[src/rtl/cmd_framer_if.sv]
// Byte, frame and response signals between cmd_framer,
// the UART transceiver and the command processor.
interface cmd_framer_if;
    logic        rx_rdy;
    logic [7:0]  rx_data;
    logic        clr_rx_rdy;
    logic        cmd_rdy;
    logic [7:0]  cmd;
    logic [15:0] data;
    logic        clr_cmd_rdy;
    logic        frame_err;
    logic [7:0]  resp;
    logic        send_resp;
    logic [7:0]  tx_data;
    logic        trmt;
    logic        tx_done;
    logic        resp_sent;

    modport master (
        input  rx_rdy, rx_data, clr_cmd_rdy,
        input  resp, send_resp, tx_done,
        output clr_rx_rdy, cmd_rdy, cmd, data,
        output frame_err, tx_data, trmt, resp_sent
    );

    modport slave (
        output rx_rdy, rx_data, clr_cmd_rdy,
        output resp, send_resp, tx_done,
        input  clr_rx_rdy, cmd_rdy, cmd, data,
        input  frame_err, tx_data, trmt, resp_sent
    );
endinterface

[src/rtl/cmd_framer.sv]
// Assembles 3-byte packets into cmd/data and returns
// response bytes through a one-deep pending buffer.
module cmd_framer #(
    parameter int TIMEOUT_CYCLES = 1_000_000
) (
    input logic          clk,
    input logic          rst,
    cmd_framer_if.master bus
);
    localparam int CW = (TIMEOUT_CYCLES > 1) ? $clog2(TIMEOUT_CYCLES) : 1;
    localparam logic [CW-1:0] TERM = CW'(TIMEOUT_CYCLES - 1);

    typedef enum logic [1:0] {
        WAIT_CMD = 2'd0,
        WAIT_HI  = 2'd1,
        WAIT_LO  = 2'd2
    } rx_state_e;

    typedef enum logic {
        TX_IDLE = 1'b0,
        TX_BUSY = 1'b1
    } tx_state_e;

    rx_state_e   rx_state_q, rx_state_d;
    tx_state_e   tx_state_q, tx_state_d;
    logic [CW-1:0] cnt_q, cnt_d;
    logic [7:0]  sh_cmd_q, sh_cmd_d;
    logic [7:0]  sh_hi_q, sh_hi_d;
    logic [7:0]  cmd_q, cmd_d;
    logic [15:0] data_q, data_d;
    logic        cmd_rdy_q, cmd_rdy_d;
    logic        frame_err_q, frame_err_d;
    logic        pend_vld_q, pend_vld_d;
    logic [7:0]  pend_q, pend_d;
    logic [7:0]  tx_data_q, tx_data_d;
    logic        trmt_q, trmt_d;
    logic        resp_sent_q, resp_sent_d;
    logic        accept;
    logic        expire;

    // Accept strobe; an opcode waits while an unconsumed frame is held
    always_comb begin
        accept = bus.rx_rdy &&
                 ((rx_state_q != WAIT_CMD) || !cmd_rdy_q || bus.clr_cmd_rdy);
        expire = (rx_state_q != WAIT_CMD) && !accept && (cnt_q == TERM);
    end

    // State and output registers
    always_ff @(posedge clk) begin
        if (rst) begin
            rx_state_q  <= WAIT_CMD;
            tx_state_q  <= TX_IDLE;
            cnt_q       <= '0;
            sh_cmd_q    <= '0;
            sh_hi_q     <= '0;
            cmd_q       <= '0;
            data_q      <= '0;
            cmd_rdy_q   <= 1'b0;
            frame_err_q <= 1'b0;
            pend_vld_q  <= 1'b0;
            pend_q      <= '0;
            tx_data_q   <= '0;
            trmt_q      <= 1'b0;
            resp_sent_q <= 1'b0;
        end else begin
            rx_state_q  <= rx_state_d;
            tx_state_q  <= tx_state_d;
            cnt_q       <= cnt_d;
            sh_cmd_q    <= sh_cmd_d;
            sh_hi_q     <= sh_hi_d;
            cmd_q       <= cmd_d;
            data_q      <= data_d;
            cmd_rdy_q   <= cmd_rdy_d;
            frame_err_q <= frame_err_d;
            pend_vld_q  <= pend_vld_d;
            pend_q      <= pend_d;
            tx_data_q   <= tx_data_d;
            trmt_q      <= trmt_d;
            resp_sent_q <= resp_sent_d;
        end
    end

    // RX next state: advance per accepted byte, fall back on timeout
    always_comb begin
        rx_state_d = rx_state_q;
        if (expire) begin
            rx_state_d = WAIT_CMD;
        end else if (accept) begin
            case (rx_state_q)
                WAIT_CMD: rx_state_d = WAIT_HI;
                WAIT_HI:  rx_state_d = WAIT_LO;
                WAIT_LO:  rx_state_d = WAIT_CMD;
                default:  rx_state_d = WAIT_CMD;
            endcase
        end
    end

    // RX datapath: shadow bytes, frame publish and idle counter
    always_comb begin
        sh_cmd_d    = sh_cmd_q;
        sh_hi_d     = sh_hi_q;
        cmd_d       = cmd_q;
        data_d      = data_q;
        cmd_rdy_d   = cmd_rdy_q && !bus.clr_cmd_rdy;
        frame_err_d = expire;
        if ((rx_state_q == WAIT_CMD) || accept || expire) begin
            cnt_d = '0;
        end else begin
            cnt_d = cnt_q + 1'b1;
        end
        if (expire) begin
            sh_cmd_d = '0;
            sh_hi_d  = '0;
        end else if (accept) begin
            case (rx_state_q)
                WAIT_CMD: sh_cmd_d = bus.rx_data;
                WAIT_HI:  sh_hi_d  = bus.rx_data;
                WAIT_LO: begin
                    cmd_d     = sh_cmd_q;
                    data_d    = {sh_hi_q, bus.rx_data};
                    cmd_rdy_d = 1'b1;
                end
                default: ;
            endcase
        end
    end

    // TX next state: stay busy while a byte is in flight or queued
    always_comb begin
        tx_state_d = tx_state_q;
        case (tx_state_q)
            TX_IDLE: begin
                if (bus.send_resp) tx_state_d = TX_BUSY;
            end
            TX_BUSY: begin
                if (bus.tx_done && !pend_vld_q && !bus.send_resp)
                    tx_state_d = TX_IDLE;
            end
            default: tx_state_d = TX_IDLE;
        endcase
    end

    // TX outputs: issue bytes, hold one pending, report completions
    always_comb begin
        pend_vld_d  = pend_vld_q;
        pend_d      = pend_q;
        tx_data_d   = tx_data_q;
        trmt_d      = 1'b0;
        resp_sent_d = 1'b0;
        case (tx_state_q)
            TX_IDLE: begin
                if (bus.send_resp) begin
                    tx_data_d = bus.resp;
                    trmt_d    = 1'b1;
                end
            end
            TX_BUSY: begin
                if (bus.tx_done) begin
                    resp_sent_d = 1'b1;
                    if (pend_vld_q) begin
                        tx_data_d  = pend_q;
                        trmt_d     = 1'b1;
                        pend_vld_d = bus.send_resp;
                        if (bus.send_resp) pend_d = bus.resp;
                    end else if (bus.send_resp) begin
                        tx_data_d = bus.resp;
                        trmt_d    = 1'b1;
                    end
                end else if (bus.send_resp) begin
                    pend_vld_d = 1'b1;
                    pend_d     = bus.resp;
                end
            end
            default: ;
        endcase
    end

    assign bus.clr_rx_rdy = accept;
    assign bus.cmd_rdy    = cmd_rdy_q;
    assign bus.cmd        = cmd_q;
    assign bus.data       = data_q;
    assign bus.frame_err  = frame_err_q;
    assign bus.tx_data    = tx_data_q;
    assign bus.trmt       = trmt_q;
    assign bus.resp_sent  = resp_sent_q;
endmodule

[src/flat_wrapper.sv]
// flat-port wrapper written by rule: the top's interface ports become plain ports
module cmd_framer_flat 
#(
    parameter int TIMEOUT_CYCLES = 1_000_000
)
  (clk, rst, bus_rx_rdy, bus_rx_data, bus_clr_cmd_rdy, bus_resp, bus_send_resp, bus_tx_done, bus_clr_rx_rdy, bus_cmd_rdy, bus_cmd, bus_data, bus_frame_err, bus_tx_data, bus_trmt, bus_resp_sent);
  cmd_framer_if bus_i ();
  input logic clk;
  input logic rst;
  input wire logic [$bits(bus_i.rx_rdy)-1:0] bus_rx_rdy;
  input wire logic [$bits(bus_i.rx_data)-1:0] bus_rx_data;
  input wire logic [$bits(bus_i.clr_cmd_rdy)-1:0] bus_clr_cmd_rdy;
  input wire logic [$bits(bus_i.resp)-1:0] bus_resp;
  input wire logic [$bits(bus_i.send_resp)-1:0] bus_send_resp;
  input wire logic [$bits(bus_i.tx_done)-1:0] bus_tx_done;
  output wire logic [$bits(bus_i.clr_rx_rdy)-1:0] bus_clr_rx_rdy;
  output wire logic [$bits(bus_i.cmd_rdy)-1:0] bus_cmd_rdy;
  output wire logic [$bits(bus_i.cmd)-1:0] bus_cmd;
  output wire logic [$bits(bus_i.data)-1:0] bus_data;
  output wire logic [$bits(bus_i.frame_err)-1:0] bus_frame_err;
  output wire logic [$bits(bus_i.tx_data)-1:0] bus_tx_data;
  output wire logic [$bits(bus_i.trmt)-1:0] bus_trmt;
  output wire logic [$bits(bus_i.resp_sent)-1:0] bus_resp_sent;
  assign bus_i.rx_rdy = bus_rx_rdy;
  assign bus_i.rx_data = bus_rx_data;
  assign bus_i.clr_cmd_rdy = bus_clr_cmd_rdy;
  assign bus_i.resp = bus_resp;
  assign bus_i.send_resp = bus_send_resp;
  assign bus_i.tx_done = bus_tx_done;
  assign bus_clr_rx_rdy = bus_i.clr_rx_rdy;
  assign bus_cmd_rdy = bus_i.cmd_rdy;
  assign bus_cmd = bus_i.cmd;
  assign bus_data = bus_i.data;
  assign bus_frame_err = bus_i.frame_err;
  assign bus_tx_data = bus_i.tx_data;
  assign bus_trmt = bus_i.trmt;
  assign bus_resp_sent = bus_i.resp_sent;
  cmd_framer #(.TIMEOUT_CYCLES(TIMEOUT_CYCLES)) u_core (.clk(clk), .rst(rst), .bus(bus_i));
endmodule
[config.mk]
export PLATFORM = sky130hd
export DESIGN_NAME = cmd_framer_flat
export DESIGN_NICKNAME = d
export VERILOG_FILES = /design/src/rtl/cmd_framer_if.sv /design/src/rtl/cmd_framer.sv /design/src/flat_wrapper.sv
export SDC_FILE = /design/constraint.sdc
export NUM_CORES = 1
export LEC_CHECK = 0
export CAP_MARGIN = 25
export CORE_MARGIN = 4
export CORE_UTILIZATION = 52
export DETAILED_ROUTE_END_ITERATION = 12
export PLACE_DENSITY = 0.84
export SLEW_MARGIN = 10
export SYNTH_ARGS = -nofsm -noshare
export SYNTH_HDL_FRONTEND = slang
export SYNTH_SLANG_ARGS = --single-unit
[constraint.sdc]
create_clock -name clk -period 2.38 [get_ports clk]
set_input_delay 0.357 -clock clk [delete_from_list [all_inputs] [get_ports clk]]
set_output_delay 0.357 -clock clk [all_outputs]
set_load 0.1 [all_outputs]
# Yosys cells after proc, flatten, opt, wreduce, memory -nomap -nowiden
# Cells that the tools add are included.
[classes]
n_eq_ne = 5
add_sub_neg = 1
reduce_logical = 26
n_bitwise = 2
n_mux = 21
[ops]
columns = ["operator", "n"]
rows = [
  ["$mux 8", 6],
  ["$add 20x1->20 const B", 1],
  ["$eq 20x20->1 const B", 1],
  ["$pmux 8 s2", 1],
  ["$mux 1", 11],
  ["$reduce_and 2->1", 4],
  ["$logic_and 1x1->1", 6],
  ["$reduce_or 2->1", 3],
  ["$logic_not 1->1", 5],
  ["$logic_or 1x1->1", 4],
  ["$pmux 1 s2", 2],
  ["$pmux 2 s2", 1],
  ["$reduce_bool 2->1", 2],
  ["$reduce_and 3->1", 1],
  ["$eq 2x1->1 const B", 1],
  ["$eq 2x2->1 const B", 1],
  ["$logic_not 2->1", 1],
  ["$ne 2x1->1 const B", 1],
  ["$ne 2x2->1 const B", 1],
  ["$not 1->1", 2],
]
[totals]
reg_bits = 84
inputBits = 22
out_inout_bits = 37

# Longest topological paths before layout
[logic_depth]
word_depth = 9
ltp_mapped = 7
depth_no_buf = 5

# Worst setup path before layout
# Ideal clock, no wire load.
[synth_timing]
kind = "register to output"
startpoint = "register u_core.cmd_rdy_q (netlist: u_core.bus.cmd_rdy)"
endpoint = "output port bus_clr_rx_rdy"
n_path_buf = 0
required_ps = 2023
slack_ps = 296
t_arrival_ps = 1727
path_stages_with_launch = 3
cell_sequence = "dfxtp_1 > nand2b_1 > o31a_1"
[synth_between]
elab_chain_cells = 4
[synth_lines]
columns = ["element", "line", "source"]
rows = [
  ["start: declaration", "cmd_framer.sv:31", "logic cmd_rdy_q, cmd_rdy_d;"],
  ["start signal: assignment", "cmd_framer.sv:73", "cmd_rdy_q <= cmd_rdy_d;"],
  ["$logic_not 1->1", "cmd_framer.sv:44", "((rx_state_q != WAIT_CMD) || !cmd_rdy_q || bus.clr_cmd_rdy);"],
  ["$logic_or 1x1->1 (2 in a row)", "cmd_framer.sv:44", ""],
  ["$logic_and 1x1->1", "cmd_framer.sv:43", "accept = bus.rx_rdy &&"],
  ["end: declaration", "flat_wrapper.sv:16", "output wire logic [$bits(bus_i.clr_rx_rdy)-1:0] bus_clr_rx_rdy;"],
]
# No other way between the ends.

# Final worst setup path
[layout_timing]
startpoint = "register u_core.cnt_q[0]"
endpoint = "register u_core.cnt_q[18]"
[layout_between]
elab_chain_cells = 4
elab_cells_between_ends = 5
cone_classes = "1 x add/sub; 1 x eq/ne; 3 x reduce/logical"
[layout_lines]
columns = ["element", "line", "source"]
rows = [
  ["start: declaration", "cmd_framer.sv:26", "logic [CW-1:0] cnt_q, cnt_d;"],
  ["start signal: assignment", "cmd_framer.sv:68", "cnt_q <= cnt_d;"],
  ["parallel branches: the longest is 4 deep, another holds $add 20x1->20", "n/a", ""],
]
# Several ways; the timed one is not identified.
# A chain may end at the register's enable or synchronous reset.

==> results.md <==
- Run status: completed
- DRC errors left: 0
- Clk buf depth: 2
- Max Freq: 512.2 MHz
- Worst EP required: 2.61 ns
- CTS tree: done
- Synthesized area per cell: around 8.9 um^2
- Static Leak: 1.661 nW
- # Post-CTS Setup Buffers: 0
- Pre-antenna DRT Iters: 4
- CTS buffer count: 9
- Slowest cell on the critical path: nor4b_1
- Worst skew pair latency: about 0.35 ns
- Crit path launch type: register
- All-Layer GR Usage: 0.1898
- Crit share post-route: 0.8203
- Crit path max fanout: 4
- Vias in the first global route: 2573
- Clk_skew: around 0.015 ns
- TNS Setup: 0 ns
- Ranking of synthesized cells by area: dfxtp_1 (51%), mux2i_1 (7.4%), nand2_1 (7.4%), nor2_1 (6.7%), a21oi_1 (4.7%)
- Iteration-0 DRC Markers: 192
- # clock sinks: 84
- Post-Synthesis Cell Area: 3267 um^2
- Area grow syn2layout: 24.59%
- Crit-path cells: ha_1 > nand4_1 > nor4b_1 > a31o_2 > a21oi_1
- Share of post-route cells with drive strength above 1: 0.1795
- RSZ-0062 raised after global routing: no
- WL per Instance: 13.57 um
- I/O Pins: a little under 60
- Post-DP HPWL: 4749 um
- DRT Wirelength: between 6000 and 7000 um
- Antenna cell count: 0
- Root Driver: clkbuf_8
- Max-slew violation count: 0
- Antenna-violating nets left: 0
- Largest net degree at the start of global routing: 27
- Ys Warns: 0
- Core ar.: 6026 um^2
- Die W: 87.26 um
- Final hold vios: 0
- Reg clk slew, reported paths: ~0.09 ns
- Post-synthesis sequential area ratio: 0.5147
- Hold path start: u_core.sh_cmd_q[2]
- Hold crit path type: register to register
- Final #Nets: 447
- Relative slew slack: 0.5353
- Total placed cells including tap cells: a little under 500
- Origin of the worst setup path: u_core.cnt_q[0]
- Crit path largest cell delay: 0.68 ns
- Initial Util: 0.5422
- Initial antenna violation count: 0
- Post-synth top area cell: dfxtp_1
- Cell count after synthesis: 366
- Final instance area: 4070 um^2
- Die Height: 87.26 um
- Critical path capture point type: register
- Dpl cell area: 3839 um^2
- GR Overflow Total: 0
- DR vias: 2693
- Syn Nets: 389
- Arr. time, crit path: 2.19 ns
- RePlAce Congestion: 0.7902
- Tmin final: 1.952 ns
- H-tree Lvls: 3
- Die area: around 7600 um^2
- Finished Layout Cells: between 500 and 600
- # hold bufs at CTS: 0
- Setup violators final: 0
- Fill cells: 489
- Total power: 2.955 mW
- Worst-margin pin slew: between 0.6 and 0.7 ns
- First-pass GRT wire length: approximately 11000 um
- Synth cell types: 38
- Cell Pwr Density: 726.0 nW/um^2
- Synth Register Bits: 84
- # resized after CTS: 0
- Cell Rows: 28
- Max_cap viols: 0
- Class of the most critical setup path: register to register
- Worst VDD drop: 0.4865 mV
- Share of the synthesized area in the top cell type: 0.5147
- Worst r2r src: u_core.cnt_q[0]
- Port Buffer Count: 58
- Vias per inst: about 5.3
==> path summary, 6_finish.rpt <==
path | cells past startpoint | slack (ns) | to
worst max-delay path | 5 | 0.43 | u_core.cnt_q[18]
worst min-delay path | 2 | 0.46 | u_core.bus.cmd[2]
worst max register to register | 5 | 0.43 | u_core.cnt_q[18]
worst min register to register | 2 | 0.46 | u_core.bus.cmd[2]
==> cells in the final DEF, fill, tap and decap left out, drive strengths merged, types with 2 or more instances in the layout <==
master | synthesis | layout
nor4b | 2 | 2
a21oi | 34 | 34
clkdlybuf4s50 | 0 | 21
a311oi | 4 | 4
nor3 | 5 | 5
nand2 | 64 | 64
bufinv | 0 | 2
nor2 | 58 | 58
nand4 | 7 | 7
nor4 | 3 | 3
clkbuf | 13 | 10
buf | 6 | 45
dfxtp | 84 | 84
inv | 7 | 9
nand3 | 10 | 10
nor3b | 2 | 2
or3 | 4 | 4
mux2i | 24 | 24
xnor2 | 9 | 9
o221a | 4 | 4
nand2b | 3 | 3
o21ai | 6 | 6
and3 | 2 | 2
xor2 | 5 | 5
==> sequential cells by signal, summed over array words and instances, names as in the netlist <==
name,flops
u_core.tx_state_q,1
u_core.pend_q,8
u_core.sh_hi_q,8
u_core.bus.cmd,8
u_core.bus.cmd_rdy,1
u_core.cnt_q,20
u_core.bus.trmt,1
u_core.bus.resp_sent,1
u_core.pend_vld_q,1
u_core.rx_state_q,2
u_core.bus.frame_err,1
u_core.bus.tx_data,8
u_core.bus.data,16
u_core.sh_cmd_q,8
==> cells by family (layout without fill, tap and decap cells) <==
| logic type | after synthesis | in the layout | share of synthesized area |
|---|---|---|---|
| xor+xnor | 14 | 14 | 0.03753 |
| compound gates | 52 | 52 | 0.1069 |
| buf+inv | 26 | 89 | 0.03332 |
| mux | 24 | 24 | 0.07353 |
| flops | 84 | 84 | 0.5147 |
| fa+ha+maj | 1 | 1 | 0.003829 |
| simple gates | 165 | 165 | 0.2302 |
==> per-layer routing <==
metal | global-route usage | up-vias | wire length, um
li1 | - | 1351 | -
met1 | 0.2467 | 1256 | 3102
met2 | 0.3007 | 74 | 3171
met3 | 0.04068 | 12 | 444
met4 | 0.08787 | 0 | 123
met5 | 0 | - | 0
==> worst max-delay path: cells and delay by family, from the launching register on <==
| family | cells | cell delay (ns) |
|---|---|---|
| and+or+nand+nor | 2 | 0.89 |
| DFF | 1 | 0.39 |
| AOI/OAI and AO/OA | 2 | 0.32 |
| adders and majority gates | 1 | 0.25 |
==> cells in the mapped netlist <==
| cell type | n |
|---|---|
| buf_6 | 1 |
| mux2i_1 | 24 |
| o21ai_0 | 6 |
| o211ai_2 | 1 |
| and3_1 | 2 |
| or2_2 | 1 |
| nand3b_1 | 1 |
| a311oi_1 | 4 |
| nand2b_1 | 3 |
| nand4_4 | 1 |
| nor3_1 | 5 |
| a31o_2 | 1 |
| or4_4 | 1 |
| nand3_2 | 1 |
| nand3_1 | 9 |
| nand4_2 | 1 |
| inv_1 | 7 |
| buf_2 | 3 |
| clkbuf_1 | 13 |
| nor4b_1 | 2 |
| xnor2_1 | 9 |
| nand4_1 | 5 |
| buf_1 | 2 |
| o221a_2 | 4 |
| a21oi_1 | 31 |
| nor2_1 | 58 |
| xor2_1 | 5 |
| nor3b_1 | 2 |
| nor2b_1 | 1 |
| nand2_1 | 64 |
| a21oi_2 | 3 |
| o41ai_4 | 1 |
| or3_1 | 4 |
| o31a_1 | 1 |
| and4_2 | 1 |
| nor4_1 | 3 |
| ha_1 | 1 |
| dfxtp_1 | 84 |
==> per-stage QoR <==
stage                     utilization  setup WS, ns  hold slack, ns
after global placement         0.6370        0.4838          0.4373
after floorplan                     -        0.2961          0.4297
after global routing           0.6755        0.2581          0.4701
after detailed placement       0.6370        0.4275          0.4482
final                          0.6755        0.4277          0.4580
after CTS                      0.6755        0.4049          0.4596
==> where the power goes <==
group / internal, mW / switching [mW]
logic: 0.110 / 0.225
registers: 1.44 / 0.0282
clock network: 0.629 / 0.519
total: 2.18 / 0.771
==> cell type report <==
cell class	instances	area (um^2)	share of cell area
clock buffers	10	137.6	0.03381
clock inverters	6	93.84	0.02306
multi-input cells	256	1476	0.3627
flip-flops and latches	84	1682	0.4132
repair buffers	66	560.5	0.1377
inverters	7	26.28	0.006456
well taps	75	93.84	0.02306
Power figures use the tool's default switching activity.
